--- src/rtl/tx_sync_pkg.sv ---
// Shared types for the multi-lane TX phase-alignment sequencer.
// State encoding and a debug helper that renders the state name.
package tx_sync_pkg;

  typedef enum logic [2:0] {
    IDLE              = 3'd0,
    ALIGN_RESET       = 3'd1,
    PHASE_ALIGN       = 3'd2,
    READY             = 3'd3,
    WAIT_B4_SET_PHASE = 3'd4
  } state_t;

  // Widest name is "Wait_B4_Set_Phase", 17 characters.
  localparam int STATENAME_W = 8 * 17;

  function automatic logic [STATENAME_W-1:0] state_name(
    input state_t s
  );
    logic [STATENAME_W-1:0] n;
    case (s)
      IDLE:              n = "Idle";
      ALIGN_RESET:       n = "Align_Reset";
      PHASE_ALIGN:       n = "Phase_Align";
      READY:             n = "Ready";
      WAIT_B4_SET_PHASE: n = "Wait_B4_Set_Phase";
      default:           n = "Unknown";
    endcase
    return n;
  endfunction

endpackage

--- src/rtl/tx_sync_tcnt.sv ---
// Terminal-count counter: counts while enabled, clears when not.
// Holds at MAX so it can never wrap inside a state.
module tx_sync_tcnt #(
  parameter int MAX = 1,
  localparam int W  = $clog2(MAX + 1)
) (
  input  logic         CLK,
  input  logic         RST,
  input  logic         en,
  output logic [W-1:0] cnt,
  output logic         tc
);

  assign tc = (cnt == W'(MAX));

  always_ff @(posedge CLK or posedge RST) begin
    if (RST) begin
      cnt <= '0;
    end else if (!en) begin
      cnt <= '0;
    end else if (!tc) begin
      cnt <= cnt + 1'b1;
    end
  end

endmodule

--- src/rtl/tx_sync_multi_fsm.sv ---
// Multi-lane TX phase-alignment sequencer with lock gating,
// lane mask, on-demand re-sync and a saturating re-sync counter.
module tx_sync_multi_fsm
  import tx_sync_pkg::*;
#(
  parameter int N_LANES  = 4,
  parameter int ARST_CNT = 20,
  parameter int WAIT_CNT = 32,
  parameter int SYNC_CNT = 8192,
  parameter int RCNT_W   = 8
) (
  input  logic               CLK,
  input  logic               RST,
  input  logic               PLL_LOCK,
  input  logic               RESYNC,
  input  logic [N_LANES-1:0] LANE_EN,
  output logic [N_LANES-1:0] TXDLYALIGNRESET,
  output logic [N_LANES-1:0] TXENPMAPHASEALIGN,
  output logic [N_LANES-1:0] TXPMASETPHASE,
  output logic               SYNC_DONE,
  output logic               BUSY,
  output logic [RCNT_W-1:0]  RESYNC_CNT
);

  localparam int AW = $clog2(ARST_CNT + 1);
  localparam int WW = $clog2(WAIT_CNT + 1);
  localparam int SW = $clog2(SYNC_CNT + 1);

  state_t state, nstate;

  logic          ar_tc, wt_tc, pa_tc;
  logic [AW-1:0] ar_cnt;
  logic [WW-1:0] wt_cnt;
  logic [SW-1:0] pa_cnt;

  logic               leave_idle;
  logic               ctl_dly, ctl_ena, ctl_set, ctl_busy;
  logic               do_resync;
  logic [N_LANES-1:0] mask, mask_nx;
  logic [N_LANES-1:0] dly_nx, ena_nx, set_nx;

  // Lock loss overrides every other transition out of a running state.
  always_comb begin
    nstate = state;
    if (state != IDLE && !PLL_LOCK) begin
      nstate = IDLE;
    end else begin
      case (state)
        IDLE:
          if (PLL_LOCK) nstate = ALIGN_RESET;
        ALIGN_RESET:
          if (ar_tc) nstate = WAIT_B4_SET_PHASE;
        WAIT_B4_SET_PHASE:
          if (wt_tc) nstate = PHASE_ALIGN;
        PHASE_ALIGN:
          if (pa_tc) nstate = READY;
        READY:
          if (RESYNC) nstate = IDLE;
        default:
          nstate = IDLE;
      endcase
    end
  end

  // Counters are driven from nstate so they read 1 on a state's first cycle.
  tx_sync_tcnt #(.MAX(ARST_CNT)) u_ar_cnt (
    .CLK (CLK),
    .RST (RST),
    .en  (nstate == ALIGN_RESET),
    .cnt (ar_cnt),
    .tc  (ar_tc)
  );

  tx_sync_tcnt #(.MAX(WAIT_CNT)) u_wt_cnt (
    .CLK (CLK),
    .RST (RST),
    .en  (nstate == WAIT_B4_SET_PHASE),
    .cnt (wt_cnt),
    .tc  (wt_tc)
  );

  tx_sync_tcnt #(.MAX(SYNC_CNT)) u_pa_cnt (
    .CLK (CLK),
    .RST (RST),
    .en  (nstate == PHASE_ALIGN),
    .cnt (pa_cnt),
    .tc  (pa_tc)
  );

  assign leave_idle = (state == IDLE) && (nstate == ALIGN_RESET);
  assign mask_nx    = leave_idle ? LANE_EN : mask;

  assign ctl_dly  = (nstate == ALIGN_RESET);
  assign ctl_set  = (nstate == PHASE_ALIGN);
  assign ctl_ena  = (nstate == WAIT_B4_SET_PHASE) ||
                    (nstate == PHASE_ALIGN) ||
                    (nstate == READY);
  assign ctl_busy = ctl_dly || ctl_set ||
                    (nstate == WAIT_B4_SET_PHASE);

  assign do_resync = (state == READY) && PLL_LOCK && RESYNC;

  for (genvar i = 0; i < N_LANES; i++) begin : g_lane
    assign dly_nx[i] = ctl_dly & mask_nx[i];
    assign ena_nx[i] = ctl_ena & mask_nx[i];
    assign set_nx[i] = ctl_set & mask_nx[i];
  end

  always_ff @(posedge CLK or posedge RST) begin
    if (RST) begin
      state             <= IDLE;
      mask              <= '0;
      TXDLYALIGNRESET   <= '0;
      TXENPMAPHASEALIGN <= '0;
      TXPMASETPHASE     <= '0;
      SYNC_DONE         <= 1'b0;
      BUSY              <= 1'b0;
      RESYNC_CNT        <= '0;
    end else begin
      state             <= nstate;
      mask              <= mask_nx;
      TXDLYALIGNRESET   <= dly_nx;
      TXENPMAPHASEALIGN <= ena_nx;
      TXPMASETPHASE     <= set_nx;
      SYNC_DONE         <= (nstate == READY);
      BUSY              <= ctl_busy;
      if (do_resync && (RESYNC_CNT != '1)) begin
        RESYNC_CNT <= RESYNC_CNT + 1'b1;
      end
    end
  end

endmodule

--- config.mk ---
export PLATFORM = sky130hd
export DESIGN_NAME = tx_sync_multi_fsm
export DESIGN_NICKNAME = d
export VERILOG_FILES = /design/src/rtl/tx_sync_pkg.sv /design/src/rtl/tx_sync_tcnt.sv /design/src/rtl/tx_sync_multi_fsm.sv
export SDC_FILE = /design/constraint.sdc
export NUM_CORES = 1
export LEC_CHECK = 0
export BUFFER_PORTS_ARGS = -buffer_cell sky130_fd_sc_hd__buf_2
export CAP_MARGIN = 20
export CORE_AREA = 2 2 95 97
export CTS_CLUSTER_DIAMETER = 80
export CTS_CLUSTER_SIZE = 30
export DETAILED_ROUTE_END_ITERATION = 6
export DIE_AREA = 0 0 97 99
export PLACE_DENSITY = 0.52
export SYNTH_ARGS = -nofsm -noshare
export SYNTH_HDL_FRONTEND = slang
export SYNTH_SLANG_ARGS = --single-unit
export TNS_END_PERCENT = 30
--- constraint.sdc ---
create_clock -name CLK -period 2.7 [get_ports CLK]
set_input_delay 0.675 -clock CLK [delete_from_list [all_inputs] [get_ports CLK]]
set_output_delay 0.675 -clock CLK [all_outputs]
set_load 0.02 [all_outputs]
# After elaboration in Yosys (flattened, before gate mapping)
# Cells that the tools add are included.
totals:
  reg_bits: 54
  latch_bits: 0
  ramBits: 0
  rom_bits: 0
  word_cells: 68
  mem_count: 0
op_classes:
  addsub: 4
  mul: 0
  div_mod_pow: 0
  order_cmp: 0
  n_eq_ne: 15
  shifts: 0
  muxes: 14
  bitwise: 12
  n_reduce_logical: 12
op_table:
  columns: ["operator", "n"]
  rows:
  - ["$mux 14", 2]
  - ["$mux 3", 6]
  - ["$pmux 3 s5", 1]
  - ["$add 14x1->14 const B", 1]
  - ["$eq 14x14->1 const B", 1]
  - ["$and 1x1->1", 12]
  - ["$eq 3x2->1 const B", 4]
  - ["$mux 6", 2]
  - ["$mux 5", 2]
  - ["$add 8x1->8 const B", 1]
  - ["$ne 8x8->1 const B", 1]
  - ["$add 6x1->6 const B", 1]
  - ["$eq 3x1->1 const B", 2]
  - ["$eq 3x3->1 const B", 2]
  - ["$eq 6x6->1 const B", 1]
  - ["$ne 2x2->1 const B", 3]
  - ["$add 5x1->5 const B", 1]
  - ["$eq 5x5->1 const B", 1]
  - ["$logic_and 1x1->1", 5]
  - ["$logic_or 1x1->1", 4]
  - ["$mux 4", 1]
  - ["$logic_not 3->1", 1]
  - ["$reduce_bool 3->1", 1]
  - ["$logic_not 1->1", 1]

# Logic depth before layout (Yosys ltp)
logic_depth:
  ltp_word: 8
  mapped_depth: 8
  mapped_depth_nobuf: 7

# Cells and area by module
# Synthesis repeated with hierarchy kept, for this count alone.
unflattened:
  cells_unflattened: 269
  hier_area_um2: 2781.4
by_module_without_submodules:
  columns: ["mod", "n_inst", "cells_each", "area_per_inst_um2", "seq_area_each_um2"]
  rows:
  - ["tx_sync_multi_fsm", 1, 122, 1353.8, 725.7]
  - ["tx_sync_tcnt at u_pa_cnt", 1, 84, 774.5, 350.3]
  - ["tx_sync_tcnt at u_wt_cnt", 1, 35, 350.3, 150.1]
  - ["tx_sync_tcnt at u_ar_cnt", 1, 28, 302.8, 125.1]

# Worst setup path after synthesis
# OpenSTA, ideal clock, no wires.
synth_path:
  kind: "register -> register"
  from: "register u_pa_cnt.cnt[0]"
  to: "register u_ar_cnt.cnt[2]"
  t_arrival_ps: 2163
  setup_slack_ps: 462
  stages_incl_launch_ff: 9
  path_buffers: 1
  synth_period_minus_slack_ps: 2238
  path_cell_list: "dfrtp_1 > inv_1 > ha_1 > nor3b_1 > nand4_2 > o311a_4 > or4_4 > buf_6 > a21oi_2"
synth_via:
  elab_chain_len: 6
  word_cells_on_any_way: 7
  cone_classes: "eq/ne: 3; mux: 4"
synth_rtl:
  columns: ["item", "line_no", "rtl"]
  rows:
  - ["from (decl)", "tx_sync_tcnt.sv:10", "output logic [W-1:0] cnt,"]
  - ["from (signal assigned)", "tx_sync_tcnt.sv:22", "cnt <= cnt + 1'b1;"]
  - ["$eq 14x14->1 (*)", "tx_sync_tcnt.sv:14", "assign tc = (cnt == W'(MAX));"]
  - ["$mux 3 (*)", "tx_sync_multi_fsm.sv:56", "if (pa_tc) nstate = READY;"]
  - ["$pmux 3 s5 (*)", "tx_sync_multi_fsm.sv:48", "case (state)"]
  - ["$mux 3 (*)", "tx_sync_multi_fsm.sv:45", "if (state != IDLE && !PLL_LOCK) begin"]
  - ["$eq 3x1->1 (*)", "tx_sync_multi_fsm.sv:69", ".en (nstate == ALIGN_RESET),"]
  - ["$ne 2x2->1 (no line) or $mux 5 (tied branches)", null, null]
  - ["to (signal assigned)", "tx_sync_tcnt.sv:22", null]
  - ["to (decl)", "tx_sync_tcnt.sv:10", null]
# Every way passes the cells marked *; elsewhere a longest branch is shown, timed or not.
# A chain may end at the register's enable or synchronous reset.

# Final worst setup path
# Ends and elaborated chain as after synthesis.

==> results.sh <==
export IMPL_async_flop_share_pct=100
export IMPL_ys_flop_type="dfrtp_1"
export IMPL_ff2ff_path_depth=7
export IMPL_yosys_top_cells_count="54 x dfrtp_1, 31 x nor2_1, 16 x inv_1, 15 x xnor2_1, 12 x xor2_1"
export IMPL_max_slew_worst_pin_slew_ns=0.693
export IMPL_gp_congestion=0.719
export IMPL_fin_crit_ns=2.39
export IMPL_io_pins=30
export IMPL_vias=1706
export IMPL_fin_skew_ns=0.00475
export IMPL_maxSlewHeadroom_pct=53.8
export IMPL_path_clk_slew_ns=0.10
export IMPL_firstDrtPassIters=4
export IMPL_outcome="finished clean"
export IMPL_clkLatencyLatePin_ns=0.31
export IMPL_rrSetupSlack_ns=0.31
export IMPL_cts_made_buffers=5
export IMPL_cp_startpoint="u_pa_cnt.cnt[0]"
export IMPL_drtIter0Drc=57
export IMPL_synth_top_area_share_pct=54.0
export IMPL_synth_most_common_cell="dfrtp_1"
export IMPL_syn_num_nets=248
export IMPL_io_buffers=29
export IMPL_synth_cell_type_count=40
export IMPL_path_class="reg2reg"
export IMPL_ys_seq_area_share_pct=54.0
export IMPL_hold_buffers=0
export IMPL_gr_total_overflow=0
export IMPL_grt_start_max_net_pins=55
export IMPL_drv_cap=0
export IMPL_core_area_um2=8550
export IMPL_crit_arrival_ns=2.63
export IMPL_timing_rr_start="u_pa_cnt.cnt[0]"
export IMPL_tns_ns=0
export IMPL_antenna_found_initial=0
export IMPL_cts_buffer_depth=2
export IMPL_critPathLaunchType="register"
export IMPL_synth_xor_area_share_pct=9.45
export IMPL_ir_drop_mv=0.238
export IMPL_synth_enable_flop_cells=0
export IMPL_synthMuxAreaShare_pct=2.05
export IMPL_grt_pass1_wl_um=8470
export IMPL_wl_per_cell_um=12.5
export IMPL_start_util_pct=29.3
export IMPL_netlist_instances=233
export IMPL_cts_tree="yes"
export IMPL_p_comb_share_pct=20.4
export IMPL_synth_area_per_cell_um2=10.7
export IMPL_drive_gt1_share_pct=21.7
export IMPL_hpwl_um=3320
export IMPL_power_switching_uw=566
export IMPL_cts_max_level=2
export IMPL_critPathMaxFanout=9
export IMPL_drv_slew=0
export IMPL_crit_required_ns=2.94
export IMPL_fmax_mhz=418
export IMPL_p_clk_share_pct=29.5
export IMPL_cts_sinks=54
export IMPL_synth_simple_area_share_pct=22.1
export IMPL_power_frac_seq_pct=50.1
export IMPL_cts_root_buffer="clkbuf_8"
export IMPL_crit_end="u_ar_cnt.cnt[2]"
export IMPL_r2r_end="u_ar_cnt.cnt[2]"
export IMPL_postLayoutCoreUtil_pct=34.1
export IMPL_vias_per_cell=4.49
export IMPL_switching_share_pct=30.1
export IMPL_synth_top_family_by_area="simple AND/OR/NAND/NOR gates"
export IMPL_num_rows=34
export IMPL_total_leakage_power_nw=1.35
export IMPL_wirelength_um=4730
export IMPL_grt_usage_pct=10.7
export IMPL_ant_nets=0
export IMPL_cts_resized=0
export IMPL_internal_power_mw=1.31
export IMPL_dieArea_um2=9600
export IMPL_synth_area_leaders="dfrtp_1 54%, xnor2_1 5.3%, nor2_1 4.7%"
export IMPL_post_cts_buffers=0
export IMPL_ys_warn_count=0
export IMPL_first_global_vias=1740
export IMPL_yosys_area_top_type="dfrtp_1"
export IMPL_cp_end_kind="register"
export IMPL_synth_compound_area_share_pct=5.60
export IMPL_nets=286
export IMPL_antennaDiodeCount=0
export IMPL_hp_class="reg2reg"
export IMPL_synth_fa_ha_area_share_pct=3.50
export IMPL_drc=0
export IMPL_area_growth_pct=16.5
export IMPL_chipHeight_um=99
export IMPL_synth_seq_cells=54
export IMPL_hold_viol=0
export IMPL_period_share_pct=88.6
export IMPL_syn_cell_area_um2=2500
export IMPL_setup_viol=0
export IMPL_rsz0062_at_grt="false"
export IMPL_power_density_nw_per_um2=645
export IMPL_die_x_um=97
==> stage by stage <==
stage	hold slack (ns)	power, mW	cells	worst slack [ns]	area, µm²
after global routing	0.515	1.99	380	0.140	2910
after floorplan	0.497	1.27	233	0.462	2500
after global placement	0.476	1.35	372	0.386	2800
after detailed placement	0.483	1.35	372	0.313	2800
final	0.492	1.88	380	0.309	2910
after CTS	0.502	1.91	380	0.282	2910
==> placed cells by master (no fill, tap or decap), drive strengths merged, types with 5 or more instances in the layout <==
cell    instances
a21oi           9
and3            5
buf            35
clkbuf          6
dfrtp          54
ha              7
inv            16
nand2          10
nand2b          5
nand3          10
nand4           8
nor2           39
nor2b           5
xnor2          15
xor2           12
==> routing by layer <==
layer	share of wire [%]	vias to the layer above	GRT usage, %
met2	46	35	17.1
met4	1.1	0	2.93
met1	48	807	14.7
met3	4.3	6	2.62
met5	0	-	0
li1	-	858	-
==> cell type report <==
| cell class | instances | area [µm²] |
|---|---|---|
| inverter | 16 | 60.1 |
| multi-input combinational | 159 | 1070 |
| timing repair buffer | 35 | 190 |
| sequential | 54 | 1350 |
| clock buffer | 6 | 72.6 |
| fill | 889 | 5640 |
| tap | 108 | 135 |
| clock inverter | 2 | 37.5 |
==> kinds of logic (layout without fill, tap and decap cells) <==
group	count (synthesis)	count (layout)
buffers and inverters	20	59
AOI/OAI and AO/OA	19	19
xor gates and xnor gates	27	27
and+or+nand+nor	101	101
adders and majority gates	7	7
muxes	5	5
DFF	54	54
==> worst min path at each step <==
stage	from	to	cells after the start
CTS	RESYNC_CNT[5]	RESYNC_CNT[5]	1
global placement	RESYNC_CNT[5]	RESYNC_CNT[5]	1
floorplan	u_wt_cnt.cnt[5]	u_wt_cnt.cnt[5]	2
global route	RESYNC_CNT[6]	RESYNC_CNT[6]	1
detailed placement	RESYNC_CNT[5]	RESYNC_CNT[5]	1
finish	RESYNC_CNT[5]	RESYNC_CNT[5]	1
==> worst max-delay path, stage by stage, from the launching register on <==
cell,delay [ns]
dfrtp_1,0.46
inv_1,0.09
ha_1,0.13
nor3b_1,0.22
nand4_2,0.22
o311a_4,0.43
or4_4,0.63
a21oi_2,0.14
==> sequential cells by signal (all words and copies together), names as in the netlist, named ones only <==
name / count
BUSY: 1
RESYNC_CNT: 8
SYNC_DONE: 1
TXDLYALIGNRESET: 4
TXENPMAPHASEALIGN: 4
TXPMASETPHASE: 4
mask: 3
state: 3
u_ar_cnt.cnt: 5
u_pa_cnt.cnt: 14
u_wt_cnt.cnt: 6
==> power by group through the flow <==
stage,Sequential (mW),Combinational [mW],Clock (mW)
global placement,0.961,0.385,0
CTS,0.944,0.393,0.577
detailed placement,0.960,0.393,0
finish,0.943,0.383,0.554
floorplan,0.976,0.291,0
global route,0.958,0.430,0.606
Power figures use the tool's default switching activity.
